## config.mk

```make
export PLATFORM = sky130hd
export DESIGN_NAME = period_sequencer
export DESIGN_NICKNAME = d
export VERILOG_FILES = /design/src/rtl/period_sequencer.sv
export SDC_FILE = /design/constraint.sdc
export NUM_CORES = 1
export LEC_CHECK = 0
export CORE_UTILIZATION = 34
export DETAILED_ROUTE_END_ITERATION = 8
export HOLD_SLACK_MARGIN = 0.08
export PLACE_DENSITY_LB_ADDON = 0.25
export SLEW_MARGIN = 40
export SYNTH_ARGS = -nofsm -noshare
export SYNTH_HDL_FRONTEND = slang
export SYNTH_SLANG_ARGS = --single-unit
```

## constraint.sdc

```tcl
create_clock -name Clk100M -period 1.77 [get_ports Clk100M]
set_input_delay 0.177 -clock Clk100M [delete_from_list [all_inputs] [get_ports Clk100M]]
set_output_delay 0.177 -clock Clk100M [all_outputs]
set_load 0.005 [all_outputs]
```

## src/rtl/period_sequencer.sv

```systemverilog
// Period sequencer for a count-the-symbols game: IDLE -> PRE -> GAME -> ANSWER -> POST -> PRE.
// Each period counts down whole seconds on tick1Hz. The player's count is collected in ANSWER
// and scored on exit. A correct answer advances the level when POST ends.
// Optional feature: define PERIOD_SEQ_STRIKE_EN to return to IDLE after three wrong answers.
module period_sequencer (
    input  logic       Clk100M,
    input  logic       resetN,
    input  logic       tick1Hz,
    input  logic       start,
    input  logic       userUp,
    input  logic       userDown,
    input  logic [5:0] targetCount,
    output logic       pre,
    output logic       game,
    output logic       answer,
    output logic       post,
    output logic       startGen,
    output logic       stopGen,
    output logic [3:0] secsLeft,
    output logic [5:0] userCount,
    output logic [3:0] level,
    output logic       correct,
    output logic       levelComplete
);

    typedef enum logic [2:0] {StIdle, StPre, StGame, StAnswer, StPost} state_e;

    state_e     state_q, state_d;
    logic [3:0] secs_q, secs_d;
    logic [3:0] level_q, level_d;
    logic [5:0] count_q, count_d, count_upd;
    logic       correct_q, correct_d;
    logic [3:0] game_secs;
    logic       period_end;
`ifdef PERIOD_SEQ_STRIKE_EN
    logic [1:0] strikes_q, strikes_d;
`endif

    // GAME gets one second shorter per level, never below 4 s
    always_comb begin
        game_secs = 4'd4;
        if (level_q < 4'd8) game_secs = 4'd12 - level_q;
    end

    // Saturating player count step; up and down in the same cycle cancel
    always_comb begin
        count_upd = count_q;
        if (userUp && !userDown && count_q != 6'd63) begin
            count_upd = count_q + 6'd1;
        end else if (userDown && !userUp && count_q != 6'd0) begin
            count_upd = count_q - 6'd1;
        end
    end

    // Next-state, countdown, scoring and level logic
    always_comb begin
        state_d    = state_q;
        secs_d     = secs_q;
        level_d    = level_q;
        count_d    = count_q;
        correct_d  = correct_q;
`ifdef PERIOD_SEQ_STRIKE_EN
        strikes_d  = strikes_q;
`endif
        period_end = tick1Hz && (secs_q == 4'd1);

        // Count update lands on every ANSWER cycle, including the exit cycle
        if (state_q == StAnswer) count_d = count_upd;

        if (state_q != StIdle && tick1Hz && !period_end) secs_d = secs_q - 4'd1;

        unique case (state_q)
            StIdle: begin
                if (start) begin
                    state_d = StPre;
                    secs_d  = 4'd3;
                end
            end
            StPre: begin
                if (period_end) begin
                    state_d = StGame;
                    secs_d  = game_secs;
                end
            end
            StGame: begin
                if (period_end) begin
                    state_d = StAnswer;
                    secs_d  = 4'd5;
                    count_d = '0;
                end
            end
            StAnswer: begin
                if (period_end) begin
                    state_d   = StPost;
                    secs_d    = 4'd3;
                    // Score the count as it stands after this cycle's pulse
                    correct_d = (count_upd == targetCount);
                end
            end
            StPost: begin
                if (period_end) begin
                    state_d = StPre;
                    secs_d  = 4'd3;
                    if (correct_q) begin
                        if (level_q != 4'd15) level_d = level_q + 4'd1;
                    end
`ifdef PERIOD_SEQ_STRIKE_EN
                    else if (strikes_q == 2'd2) begin
                        state_d   = StIdle;
                        secs_d    = '0;
                        level_d   = '0;
                        strikes_d = '0;
                    end else begin
                        strikes_d = strikes_q + 2'd1;
                    end
`endif
                end
            end
            default: state_d = StIdle;
        endcase
    end

    // State, counters and registered outputs; reset clears everything at once
    always_ff @(posedge Clk100M or negedge resetN) begin
        if (!resetN) begin
            state_q       <= StIdle;
            secs_q        <= '0;
            level_q       <= '0;
            count_q       <= '0;
            correct_q     <= 1'b0;
            pre           <= 1'b0;
            game          <= 1'b0;
            answer        <= 1'b0;
            post          <= 1'b0;
            startGen      <= 1'b0;
            stopGen       <= 1'b0;
            levelComplete <= 1'b0;
`ifdef PERIOD_SEQ_STRIKE_EN
            strikes_q     <= '0;
`endif
        end else begin
            state_q       <= state_d;
            secs_q        <= secs_d;
            level_q       <= level_d;
            count_q       <= count_d;
            correct_q     <= correct_d;
            pre           <= (state_d == StPre);
            game          <= (state_d == StGame);
            answer        <= (state_d == StAnswer);
            post          <= (state_d == StPost);
            startGen      <= (state_q == StPre) && (state_d == StGame);
            stopGen       <= (state_q == StGame) && (state_d == StAnswer);
            levelComplete <= (state_q == StPost) && (state_d == StPre) && correct_q;
`ifdef PERIOD_SEQ_STRIKE_EN
            strikes_q     <= strikes_d;
`endif
        end
    end

    assign secsLeft  = secs_q;
    assign userCount = count_q;
    assign level     = level_q;
    assign correct   = correct_q;

endmodule
```

Yosys cells after proc, flatten, opt, wreduce, memory -nomap -nowiden:

Cells that the tools add are included.

* bits of input ports: 12
* register bits after elaboration: 25
* logic and storage cells: 68
* output and inout port bits: 22

* magnitude comparators: 1
* reduce and logical (&&, ||, !) cells: 20
* $add $sub $neg: 5
* mux-type cells: 18
* eq/ne operators: 12

Operator list (number)
* two-way mux 6 bit: 5
* two-way mux 4 bit: 6
* case mux 4 bit (4 select lines): 1
* two-way mux 3 bit: 5
* case mux 3 bit (5 select lines): 1
* == test 3 x 2 -> 1 bit (second input constant): 4
* logical AND 1 bit: 11
* adder 6 x 1 -> 6 bit (second input constant): 1
* == test 3 x 1 -> 1 bit (second input constant): 2
* == test 3 bit (second input constant): 2
* == test 6 bit: 1
* != test 6 bit (second input constant): 1
* nonzero test 6 bit: 1
* subtractor 6 x 1 -> 6 bit (second input constant): 1
* adder 4 x 1 -> 4 bit (second input constant): 1
* == test 4 x 1 -> 1 bit (second input constant): 1
* less-than comparator 4 bit (second input constant): 1
* != test 4 bit (second input constant): 1
* AND reduction 4 bit: 1
* subtractor 4 x 1 -> 4 bit (second input constant): 1
* subtractor 4 bit (first input constant): 1
* logical NOT 1 bit: 3
* logical NOT 3 bit: 1
* nonzero test 3 bit: 1
* 2 further kinds: 2

Depth between registers and ports, before layout:

* word-level depth: 8
* mapped depth: 9
* depth with buffers taken out: 8

Worst setup path before layout:

OpenSTA, ideal clock, no wires.

* path kind: reg2reg
* start: register secs_q[0], in the netlist secsLeft[0]
* end: register secs_q[2], in the netlist secsLeft[2]
* period minus slack after synthesis: 1818 ps
* library setup time: 126 ps
* stages on the path, launching flop included: 8
* required time: 1644 ps
* setup slack: -48 ps
* arrival: 1692 ps
* buffers on the path: 1
* path through: dfrtp_1 ha_1 nor4bb_1 buf_4 and3b_4 nand2_2 xnor2_1 a221o_1

* longest elaborated chain between the ends: 7
* elaborated cells between the ends (all ways): 11
* those cells by class: 1 x add/sub; 1 x eq/ne; 6 x mux; 3 x reduce/logical

Ends and longest elaborated chain
* start, declared: RTL line 29 `logic [3:0] secs_q, secs_d;`
* start signal, assigned: RTL line 143 `secs_q <= secs_d;`
* parallel branches: the longest is 6 deep, another holds subtractor 4 x 1 -> 4 bit
* case mux 4 bit (4 select lines) (*): RTL line 72 `unique case (state_q)`
* named net secs_d[2]: RTL line 29

Mark *: on every way through the listed nets, which the timed path passes.
A chain may end at the register's enable or synchronous reset.

Worst setup path after layout:

* start: register count_q[0], in the netlist userCount[0]
* end: register correct_q, in the netlist correct

* longest elaborated chain between the ends: 5
* elaborated cells between the ends (all ways): 9
* those cells by class: 2 x add/sub; 2 x eq/ne; 2 x mux; 3 x reduce/logical

Ends and longest elaborated chain
* start, declared: RTL line 31 `logic [5:0] count_q, count_d, count_upd;`
* start signal, assigned: RTL line 145 `count_q <= count_d;`
* parallel branches: the longest is 3 deep, another holds subtractor 6 x 1 -> 6 bit
* two-way mux 6 bit (*): RTL line 48 `if (userUp && !userDown && count_q != 6'd63) begin`
* == test 6 bit (*): RTL line 97 `correct_d = (count_upd == targetCount);`
* end signal, assigned: RTL line 146 `correct_q <= correct_d;`
* end, declared: RTL line 32 `logic correct_q, correct_d;`

Every way passes the cells marked *.

==> flow_summary.toml <==
[timing]
maxSlewViolCount = 0
post-route-period-util = 1.04
rsz0062_at_grt = "yes"
period_needed_ns = 1.85
fmax_mhz = 541
hold_viol_final = 0
finalClockSkew_ns = 0.00437
maxSlewHeadroom = 0.664
tightestPinTransition_ns = 0.504
setup_slack_ns = -0.0784
setup_viol = 5

[power_and_ir_drop]
p_per_area_nw_per_um2 = 1330
peakVddDrop_v = 0.000655
p_leak_nw = 1.05

[drt]
ant_nets = 0
num_vias = 1636
wl_per_cell_um = 13.7
wl_um = 4440
drcViolationCount = 0
firstDrtPassIters = 4
viasPerCell = 5.07
drt_iter0_drc = 93

[logic_synthesis]
synthAdderAreaFrac = 0.0520
yosysMostFrequentCell = "dfrtp_1"
postSynthAreaPerCell_sq_um = 8.96
syn_inst = 188
synthMuxAreaShare = 0.0119
synth_top_area_cell = "dfrtp_1"
synth_area_leaders = "dfrtp_1 37%, xnor2_1 8.8%, ha_1 5.2%"
synthesis.nets = 207
synthesis.area_sq_um = 1690
ys.flop_type = "dfrtp_1"
yosysUniqueCellTypes = 50
synth-simple-area-share = 0.239
synth_top_area_frac = 0.371
seq_area_frac_synth = 0.371
yosys_warnings = 0
synth_xor_xnor_area_share = 0.0987
synth_seq_cells = 25
synth_compound_gate_area_share = 0.169
synth-edff-count = 0
synth_top_family_by_area = "simple AND/OR/NAND/NOR gates"
async_flop_share = 1.00
ys_top_cells_by_count = "25 x dfrtp_1, 18 x nand2_1, 17 x xnor2_1, 13 x nor2_1, 13 x o21ai_0"

[die]
die_h_um = 72.4
initial_core_util = 0.354
ios = 34
core_area_sq_um = 4750
chipWidth_um = 72.4
die-area_sq_um = 5240
row_count = 25

[final_layout]
final_cells = 323
syn_to_final_growth_pct = 51.2
antenna_cells = 0
final_core_util = 0.536
final_nets = 276
layout-drive-gt1-share = 0.297

[setup_path]
worstPathRequired_ns = 1.98
cp.arrival_ns = 2.05
r2r-start = "userCount[0]$_DFF_PN0_"
worstSetupPathType = "flip-flop to flip-flop"
cp-end-kind = "flip-flop"
cp_max_fo = 4
setup.worst_path.start = "userCount[0]$_DFF_PN0_"
start_kind = "flip-flop"

[placed_design]
hpwl_um = 3000
place_congestion = 0.820
pre_cts_slack_ns = -0.173
io_buffers = 33
place_inst = 313

[clock_tree]
clkLatencyLatePin_ns = 0.28
root_buffer = "clkbuf_8"
cts_num_sinks = 25
numCtsBuffers = 3
htree_levels = 1
hold_buffers = 0
tritoncts = "built"
clk_pin_slew_ns = 0.09
max-clock-path-buffers = 2

[min_path]
min_path_type = "primary input to asynchronous set/reset pin"

[grt]
grt_max_degree = 26
grt_pass1_wl_um = 7190
antenna_found_initial = 0
overflow = 0
grtUsageTotal = 0.177
grt_pass1_vias = 1578

[flow_run]
cap_viol_max_count = 0

[run_status]
status = "finished, violations left"
violations = "setup timing"
power by group:
group          total (W)  switching, W  internal, W
combinational    0.00213      0.000977      0.00115
sequential      0.000912      0.000176     0.000736
clock           0.000357      0.000197     0.000160
path summary, 6_finish.rpt:
| kind | end | slack [ns] | cells after the start |
|---|---|---|---|
| min in group Clk100M | level[3]$_DFFE_PN0P_ | 0.55 | 1 |
| setup reg to reg | correct$_DFFE_PN0P_ | -0.08 | 9 |
| max in group asynchronous | secsLeft[0]$_DFF_PN0_ | 1.24 | 2 |
| setup / recovery | correct$_DFFE_PN0P_ | -0.08 | 9 |
| hold reg to reg | level[3]$_DFFE_PN0P_ | 0.55 | 1 |
| hold / removal | secsLeft[3]$_DFF_PN0_ | 0.26 | 2 |
per-layer routing:
metal	GRT usage	vias to the layer above	wire length, um
met5	0	-	0
met2	0.266	46	1990
met3	0.0222	10	174
li1	-	801	-
met4	0.0828	0	72
met1	0.252	779	2200
cell usage in the layout, fill, tap and decap left out, types with 4 or more instances in the layout:
master	instances
o21ai_0	10
nor2_2	4
o21ai_1	5
dfrtp_1	24
buf_4	37
nand2_1	17
nor2_1	9
nand3_1	5
ha_1	4
nor3_1	5
inv_1	8
a21oi_2	7
xnor2_1	17
a21oi_1	5
clkdlybuf4s50_1	33
cells by family after synthesis:
kind of cell | Yosys count
AND/OR/NAND/NOR | 70
AO/OA/AOI/OAI | 45
flip-flops | 25
buffers and inverters | 20
XOR/XNOR | 19
adder cells (fa/ha/maj) | 7
multiplexers | 2
through the flow:
stage / instance area (sq um) / hold slack, ns / power, W / setup TNS [ns]
detailed placement: 2320 / 0.535 / 0.00272 / -1.44
CTS: 2470 / 0.259 / 0.00327 / -0.161
floorplan: 1690 / -0.119 / 0.00189 / 0
global placement: 2320 / 0.522 / 0.00272 / -1.50
global route: 2550 / 0.274 / 0.00362 / -0.906
finish: 2550 / 0.257 / 0.00340 / -0.247
repair_timing:
action / in CTS / in global routing
setup buffers: 4 / 4
pin swaps: 3 / 13
setup endpoints to repair: 12 / 17
gates resized for setup: 18 / 16
critical path: stages, from the launching register on:
cell and delay (ns):
dfrtp_1 0.40, inv_2 0.07, ha_4 0.16, nor4b_4 0.12, buf_6 0.14, nor4bb_4 0.32
a21oi_2 0.10, xnor2_1 0.21, nand4_1 0.13, o21ai_1 0.14
sequential cells by signal (all words and copies together) (netlist names), 3 cells and up:
| signal | flops |
|---|---|
| secsLeft | 4 |
| state_q | 3 |
| level | 4 |
| userCount | 6 |
area by class of cell:
type,count,area (sq um)
Fill cell,452,2210
Tap cell,67,83.8
Multi-Input combinational cell,143,1100
Inverter,11,41.3
Clock inverter,1,7.51
Sequential cell,25,627
Timing Repair Buffer,73,651
Clock buffer,3,41.3
Power figures use the tool's default switching activity.
